==> src/rtl/branch_pkg.sv <==
// rtl/branch_pkg.sv - shared types and constants for the branch target buffer
package branch_pkg;

  typedef enum logic [1:0] {
    CTR_STRONG_NT = 2'b00,
    CTR_WEAK_NT   = 2'b01,
    CTR_WEAK_T    = 2'b10,
    CTR_STRONG_T  = 2'b11
  } ctr_t;

  localparam ctr_t CTR_RESET = CTR_WEAK_NT;
  localparam ctr_t CTR_ALLOC = CTR_WEAK_T;

  // Width-independent entry fields; tag and target widths depend on the
  // instance parameters and live alongside this in the table.
  typedef struct packed {
    logic valid;
    ctr_t ctr;
  } entry_state_t;

  function automatic logic ctr_predicts_taken(input ctr_t c);
    return c[1];
  endfunction

endpackage

==> src/rtl/sat_counter2.sv <==
// rtl/sat_counter2.sv - combinational 2-bit saturating counter next state
module sat_counter2
  import branch_pkg::*;
(
  input  ctr_t cur,
  input  logic taken,
  output ctr_t nxt
);

  always_comb begin
    nxt = cur;
    if (taken) begin
      if (cur != CTR_STRONG_T) nxt = ctr_t'(cur + 2'd1);
    end else begin
      if (cur != CTR_STRONG_NT) nxt = ctr_t'(cur - 2'd1);
    end
  end

endmodule

==> src/rtl/branch_target_buffer.sv <==
// rtl/branch_target_buffer.sv - direct-mapped BTB, 1-cycle lookup; BTB_STATS_EN adds lookup/hit counters
module branch_target_buffer
  import branch_pkg::*;
#(
  parameter int WordSize = 32,
  parameter int Entries  = 16
) (
  input  logic                clk,
  input  logic                rst,
  input  logic                fetch_valid,
  input  logic [WordSize-1:0] fetch_pc,
  input  logic                upd_valid,
  input  logic [WordSize-1:0] upd_pc,
  input  logic [WordSize-1:0] upd_target,
  input  logic                upd_taken,
`ifdef BTB_STATS_EN
  output logic [31:0]         stat_lookups,
  output logic [31:0]         stat_hits,
`endif
  output logic                pred_valid,
  output logic                pred_taken,
  output logic [WordSize-1:0] pred_pc,
  output logic                pred_hit
);

  localparam int IdxBits = $clog2(Entries);
  localparam int TagBits = WordSize - IdxBits - 2;

  entry_state_t        state_q  [Entries];
  logic [TagBits-1:0]  tag_q    [Entries];
  logic [WordSize-1:0] target_q [Entries];

  logic [IdxBits-1:0]  fetch_idx;
  logic [TagBits-1:0]  fetch_tag;
  logic                lookup_hit;
  logic                lookup_taken;
  logic [WordSize-1:0] lookup_pc;

  logic [IdxBits-1:0]  upd_idx;
  logic [TagBits-1:0]  upd_tag;
  logic                upd_hit;
  ctr_t                upd_ctr_cur;
  ctr_t                upd_ctr_next;

  assign fetch_idx = fetch_pc[IdxBits+1:2];
  assign fetch_tag = fetch_pc[WordSize-1:IdxBits+2];
  assign upd_idx   = upd_pc[IdxBits+1:2];
  assign upd_tag   = upd_pc[WordSize-1:IdxBits+2];

  // Lookup reads the table as it stands before this edge's update.
  assign lookup_hit   = state_q[fetch_idx].valid && (tag_q[fetch_idx] == fetch_tag);
  assign lookup_taken = lookup_hit && ctr_predicts_taken(state_q[fetch_idx].ctr);
  assign lookup_pc    = lookup_taken ? target_q[fetch_idx] : fetch_pc + WordSize'(4);

  assign upd_hit     = state_q[upd_idx].valid && (tag_q[upd_idx] == upd_tag);
  assign upd_ctr_cur = state_q[upd_idx].ctr;

  sat_counter2 u_sat_counter2 (
    .cur   (upd_ctr_cur),
    .taken (upd_taken),
    .nxt   (upd_ctr_next)
  );

  always_ff @(posedge clk) begin
    if (rst) begin
      for (int i = 0; i < Entries; i++) begin
        state_q[i].valid <= 1'b0;
        state_q[i].ctr   <= CTR_RESET;
      end
    end else if (upd_valid) begin
      if (upd_hit) begin
        state_q[upd_idx].ctr <= upd_ctr_next;
      end else if (upd_taken) begin
        state_q[upd_idx].valid <= 1'b1;
        state_q[upd_idx].ctr   <= CTR_ALLOC;
      end
    end
  end

  // Tags and targets are qualified by valid, so they need no reset.
  always_ff @(posedge clk) begin
    if (!rst && upd_valid && upd_taken) begin
      target_q[upd_idx] <= upd_target;
      if (!upd_hit) tag_q[upd_idx] <= upd_tag;
    end
  end

  always_ff @(posedge clk) begin
    if (rst) begin
      pred_valid <= 1'b0;
      pred_hit   <= 1'b0;
      pred_taken <= 1'b0;
      pred_pc    <= '0;
    end else begin
      pred_valid <= fetch_valid;
      if (fetch_valid) begin
        pred_hit   <= lookup_hit;
        pred_taken <= lookup_taken;
        pred_pc    <= lookup_pc;
      end
    end
  end

`ifdef BTB_STATS_EN
  always_ff @(posedge clk) begin
    if (rst) begin
      stat_lookups <= '0;
      stat_hits    <= '0;
    end else if (pred_valid) begin
      if (stat_lookups != '1) stat_lookups <= stat_lookups + 32'd1;
      if (pred_hit && stat_hits != '1) stat_hits <= stat_hits + 32'd1;
    end
  end
`endif

endmodule

==> config.mk <==
export PLATFORM = sky130hd
export DESIGN_NAME = branch_target_buffer
export DESIGN_NICKNAME = d
export VERILOG_FILES = /design/src/rtl/branch_pkg.sv /design/src/rtl/sat_counter2.sv /design/src/rtl/branch_target_buffer.sv
export SDC_FILE = /design/constraint.sdc
export NUM_CORES = 1
export LEC_CHECK = 0
export BUFFER_PORTS_ARGS = -buffer_cell sky130_fd_sc_hd__buf_2
export CELL_PAD_IN_SITES_DETAIL_PLACEMENT = 1
export CELL_PAD_IN_SITES_GLOBAL_PLACEMENT = 2
export CORE_ASPECT_RATIO = 0.7
export CORE_MARGIN = 1.5
export CORE_UTILIZATION = 43
export DETAILED_ROUTE_END_ITERATION = 6
export PLACE_DENSITY = 0.76
export SLEW_MARGIN = 20
export SYNTH_ARGS = -nofsm -noshare
export SYNTH_HDL_FRONTEND = slang
export SYNTH_SLANG_ARGS = --single-unit
==> constraint.sdc <==
create_clock -name clk -period 7.3 [get_ports clk]
set_clock_uncertainty 0.05 [all_clocks]
set_input_delay 1.46 -clock clk [delete_from_list [all_inputs] [get_ports clk]]
set_output_delay 1.46 -clock clk [all_outputs]
set_load 0.05 [all_outputs]
==> impl_results.md, run 1 <==
- Crit path launch type: primary input
- Slew @ Worst Pin: 1130 ps
- Vias in the first global route: 26000
- Row count: 98
- Seq cells post-synth: 1011
- Final hold slack: 413 ps
- Static leakage: 16.4 nW
- CTS buffer count: 97
- Initial antenna violation count: 18
- Starting density of the core: 43.6%
- Critical Path Start: upd_pc[3]
- I/O pin count: 136
- PD cells: 248 nW/um^2
- Synth area leaders: edfxtp_1 (65%), mux4_2 (16%), mux2i_1 (4.2%)
- First-pass GRT wire length: 193000 um
- Post-Synth Simple-Gate Area: 3.59%
- Max-cap viol count: 0
- Clk_lat worst skew: 720 ps
- Post-synthesis mux area share: 20.8%
- Critical Path Fanout Max: 37
- Outcome: finished clean
- Nets@finish: 2693
- Synth Area in Compound Gates: 4.78%
- Chip Width: 388 um
- Vias/cell: 6.36
- Hold Vio Cnt, Final: 0
- Worst Setup Path Type: in2reg
- DP HPWL: 86100 um
- Syn nets: 2535
- First-pass detailed-route iteration total: 5
- H-tree depth: 3
- FMAX: 0.171 GHz
- Post-synthesis cell type count: 77
- Worst-path clk slew: 60 ps
- Maximum number of pins on one net before global-route repair: 99
- Synth Area in Adders: 0.0504%
- GP Congestion: 0.896
- Vias post-DR: 25600
- Initial DRC count: 3095
- Reg2reg start: tag_q[10][22]
- Synth Cell Area: 44600 um^2
- Main combinational cell family by area after synthesis: multiplexers
- Minimum clock period: 5850 ps
- Die Height: 273 um
- Total track usage: 25.7%
- Area leader, netlist: edfxtp_1
- Footprint of the multi-input gates: 14000 um^2
- Die ar.: 106000 um^2
- VDD IR-drop max: 0.173 mV
- Hold/Removal Path Class: reg2reg
- Synth top area share: 64.6%
- Register Area: 29800 um^2
- Max clock buf depth: 3
- FILL cells: 9494
- Number of I/O port buffers: 133
- Clk sinks: 1011
- Clock Root Buffer: clkbuf_16
- Total global routing overflow: 0
- Count of warnings emitted by yosys: 0
- Layout area overhead: 12.9%
- Final setup fails: 0
- Final worst-path cycle share: 80.2%
- Pins over their slew limit: 0
- RSZ-0062 raised after global routing: false
- Ys flop type: edfxtp_1
- # Post-CTS Setup Buffers: 0
- TritonCTS clock tree: done
- Post-CTS Resized: 0
- Core box area: 103000 um^2
- CP required: 7720 ps
- Rel. slew slack: 24.6%
- Routed len/inst: 33.8 um
- Post-route ant nets: 0
- Post-synth top cells: edfxtp_1 (960), mux4_2 (323), mux2i_1 (187), nand2_1 (103), nor2_1 (83)
- Drt total wl: 136000 um
- Hold Path Origin: pred_hit
- Setup TNS Final: 0 ps
- Post-synth EDFFs: 960
- Count leader, synth: edfxtp_1
- Average cell area after synthesis: 18.3 um^2
- Hold-fix buffers, CTS: 0
- Share of cells above drive strength 1: 28.2%
- Seq/Total Area, Yosys: 66.9%
- Crit path DAT: 6270 ps
- Synth Instances: 2433
- Drt drc: 0
- Crit end category: flip-flop
- Async S/R FF share, synth: 0%
- Xor/xnor share of the synthesized area: 1.61%
-- path summary, 6_finish.rpt --
path | cells after the start | slack [ps] | endpoint
worst max register to register | 9 | 2820 | pred_pc[20]
worst min register to register | 2 | 410 | pred_hit
worst max-delay path | 14 | 1450 | tag_q[8][20]
worst min-delay path | 2 | 410 | pred_hit
-- kinds of logic (layout without fill, tap and decap cells) --
| family | count (synthesis) | after routing |
|---|---|---|
| DFF | 1011 | 1011 |
| muxes | 524 | 524 |
| and+or+nand+nor | 325 | 325 |
| AOI/OAI and AO/OA | 296 | 296 |
| buffers and inverters | 193 | 428 |
| xor gates and xnor gates | 82 | 82 |
| adders and majority gates | 2 | 2 |
| other | 0 | 10 |
-- registers in the layout, summed over array words and instances (netlist names) --
| name | cells |
|---|---|
| tag_q | 416 |
| pred_valid | 1 |
| pred_pc | 32 |
| state_q | 48 |
| pred_hit | 1 |
| pred_taken | 1 |
| target_q | 512 |
-- stage by stage --
step	utilization (%)	power, W	cells	area [um^2]	worst slack, ps
floorplan	-	0.00717	2433	44600	1520
global placement	46.0	0.00753	3839	47200	818
detailed placement	46.1	0.00755	3841	47200	797
CTS	49.1	0.0126	4017	50400	1530
global route	49.2	0.0128	4025	50400	1060
finish	49.2	0.0125	4028	50400	1450
-- layer usage --
metal / track usage [%] / share of wire (%) / up-vias
met5: 0 / 0.045 / -
met4: 8.25 / 3.0 / 10
met3: 7.14 / 10 / 234
met2: 38.1 / 45 / 1308
met1: 36.9 / 42 / 13600
li1: - / - / 10400
-- final cells by class --
type                       instances  share of cell area, %
sequential                      1011                   59.2
multi-input combinational       1229                   27.8
clock buffer                     133                   5.12
tap                             1350                   3.35
timing repair buffer             225                   3.11
clock inverter                    43                   1.14
inverter                          27                  0.203
antenna                           10                 0.0496
-- layout by cell type (no fill, tap or decap), types with 12 or more instances in the layout --
master,instances
edfxtp_1,960
mux4_2,323
mux2i_1,187
buf_2,127
nand2_1,103
clkbuf_16,97
buf_4,82
xnor2_1,63
nor2_1,53
o21ai_0,53
dfxtp_1,51
a22oi_1,46
clkbuf_1,34
a211oi_1,33
a21oi_1,33
nor2_4,29
nand3_1,25
nor2b_1,23
inv_1,22
xor2_1,19
o2bb2ai_1,18
and3_1,17
clkinv_1,15
nand4_1,15
mux2_2,13
a221oi_1,12
clkinv_2,12
a41oi_1,12
-- worst max-delay path, cell delays in order --
cell and delay (ps):
buf_4 500, buf_4 430, mux4_2 540, mux2i_1 500, nor2_1 100, a2111oi_0 570
o211ai_1 260, nor4_4 470, buf_4 270, or2_2 330, nor2_4 150, buf_16 230
buf_16 160, buf_4 160
-- power by group --
| group | switching [W] | internal [W] | leakage (nW) |
|---|---|---|---|
| Clock | 0.00225 | 0.00282 | 1.52 |
| Combinational | 0.000640 | 0.000371 | 5.82 |
| Sequential | 0.0000254 | 0.00640 | 9.09 |
| Total | 0.00292 | 0.00960 | 16.4 |
(Power assumes the default switching activity.)
==> inputs of run 2 (changes only) <==
==> constraint.sdc (replaced) <==
create_clock -name clk -period 5.5 [get_ports clk]
set_clock_uncertainty 0.05 [all_clocks]
set_input_delay 1.1 -clock clk [delete_from_list [all_inputs] [get_ports clk]]
set_output_delay 1.1 -clock clk [all_outputs]
set_load 0.05 [all_outputs]
==> run 2 against run 1 <==
Power is 30% higher. Hold slack improved by 16 ps. Via count increased by 0.68%. Critical endpoint is now pred_pc[25]. Highest routed layer unchanged.
==> impl_results.md, run 2 (synthesis results as in run 1) <==
- Outcome: finished clean
- VDD IR-drop max: 0.239 mV (+38%)
- H-tree depth: 3 (unchanged)
- Worst-path clk slew: 60 ps (about the same)
- Share of cells above drive strength 1: 29.3% (+1.1 points)
- Clk_lat worst skew: 710 ps (about the same)
- Final Util: 49.5% (+0.29 points)
- DP HPWL: 88200 um (+2.5%)
- Hold Vio Cnt, Final: 0 (unchanged)
- Post-CTS Resized: 0 (unchanged)
- Final setup fails: 0 (unchanged)
- Clock Root Buffer: clkbuf_16
- Gate power share: 8.5% (+0.4 points)
- Hold-fix buffers, CTS: 0 (unchanged)
- Commonest cells after routing, fill and taps aside: edfxtp_1 (960), mux4_2 (323), mux2i_1 (187)
- First-pass GRT wire length: 197000 um (+1.8%)
- Slew @ Worst Pin: 1060 ps (-72.5 ps)
- Number of I/O port buffers: 133 (unchanged)
- Row count: 98 (unchanged)
- Crit path launch type: primary input
- Worst Setup Path Type: in2reg
- Chip Width: 388 um (unchanged)
- Internal: 0.0124 W (+29%)
- Max-cap viol count: 0 (unchanged)
- Drt total wl: 138000 um (+1.7%)
- First-pass detailed-route iteration total: 5 (unchanged)
- Seq pwr share: 52.6% (+1.2 points)
- Core box area: 103000 um^2 (unchanged)
- Clk sinks: 1011 (unchanged)
- Layout area overhead: 13.6%
- Starting density of the core: 43.6% (unchanged)
- Psw: 0.00381 W (+31%)
- Hold/Removal Path Class: reg2reg
- Vias post-DR: 25800 (+0.68%)
- Max clock buf depth: 3 (unchanged)
- FILL cells: 9442 (-0.55%)
- Initial antenna violation count: 13 (-5)
- RSZ-0062 raised after global routing: false
- Final worst-path cycle share: 85.3%
- Critical Path Fanout Max: 63 (+70%)
- Initial DRC count: 3085 (-0.32%)
- I/O pin count: 136 (unchanged)
- CTS buffer count: 96 (-1.0%)
- Switching Share: 23.5% (+0.17 points)
- CP required: 5980 ps (-1740 ps)
- Pins over their slew limit: 0 (unchanged)
- Die Height: 273 um (unchanged)
- Clock share of power: 38.9% (-1.6 points)
- PnR worst setup slack: 811 ps (-635 ps)
- Vias in the first global route: 26800 (+3.0%)
- Crit end category: flip-flop
- Final instance area: 50700 um^2 (+0.58%)
- Placed cell areas: 47800 um^2 (+1.2%)
- Most common cell after layout, fill and taps aside: edfxtp_1
- PD cells: 320 nW/um^2 (+29%)
- Pre-CTS setup slack: 184 ps (-614 ps)
- FMAX: 0.213 GHz
- Crit path DAT: 5170 ps (-1100 ps)
- Largest register by flop count: target_q
- Total global routing overflow: 0 (unchanged)
- Static leakage: 16.6 nW (+0.94%)
- Post-route ant nets: 0 (unchanged)
- # Post-CTS Setup Buffers: 0 (unchanged)
- Total track usage: 26.0% (+0.31 points)
- Routed len/inst: 34.0 um (+0.78%)
- Top flop regs: target_q (512), tag_q (416), state_q (48)
- Drt drc: 0 (unchanged)
- Setup TNS Final: 0 ps (unchanged)
- Vias/cell: 6.34 (-0.27%)
- Die ar.: 106000 um^2 (unchanged)
- GP Congestion: 0.875 (-2.4%)
- Rel. slew slack: 29.4% (+4.8 points)
- Largest register FFs: 512 (unchanged)
- Minimum clock period: 4690 ps
- Final hold slack: 428 ps (+15.7 ps)
- Nets@finish: 2738 (+1.7%)
- Maximum number of pins on one net before global-route repair: 64 (-35%)
- TritonCTS clock tree: done
[run 2: critical path: stages]
cell and delay [ps]:
buf_8 580, buf_4 490, mux4_2 380, xnor2_1 470, a21oi_1 130, a21oi_1 140
nand4_1 120, nor4_2 390, buf_4 300, nand4_2 430, buf_4 330, nand2_1 110
a311oi_1 110
[run 2: power groups by stage]
stage,Sequential (W),Combinational [W],Clock (W)
after global routing,0.00854,0.00145,0.00667
after floorplan,0.00874,0.000770,0
final,0.00854,0.00138,0.00632
after detailed placement,0.00870,0.00137,0
after CTS,0.00853,0.00138,0.00643
after global placement,0.00869,0.00134,0
[run 2: stage by stage]
| stage | power [W] | instances |
|---|---|---|
| 2_1_floorplan | 0.00951 | 2433 |
| 3_3_place_gp | 0.0100 | 3888 |
| 3_5_place_dp | 0.0101 | 3888 |
| 4_1_cts | 0.0163 | 4062 |
| 5_1_grt | 0.0167 | 4065 |
| 6_report | 0.0162 | 4066 |
[run 2: worst paths after layout]
path,startpoint,to,slack [ps],cells past startpoint
setup / recovery,fetch_pc[3],pred_pc[25],810,13
hold / removal,state_q[11][2],state_q[11][2],430,1
setup reg to reg,tag_q[13][22],pred_pc[25],1540,11
hold reg to reg,state_q[11][2],state_q[11][2],430,1
[run 2: metal layers]
metal / track usage, % / vias up / share of wire (%)
met4: 5.93 / 10 / 2.0
li1: - / 10500 / -
met3: 5.86 / 200 / 8.4
met5: 0 / - / 0.043
met1: 37.9 / 14000 / 44
met2: 40.0 / 1096 / 46
[run 2: final cells by class]
type / count / area [um^2] / area share (%)
Clock inverter: 54 / 388 / 0.765
Multi-Input combinational cell: 1229 / 14000 / 27.7
Clock buffer: 120 / 2530 / 5.00
Inverter: 27 / 103 / 0.202
Timing Repair Buffer: 271 / 2110 / 4.17
Antenna cell: 4 / 10.0 / 0.0197
Sequential cell: 1011 / 29800 / 58.9
Tap cell: 1350 / 1690 / 3.33
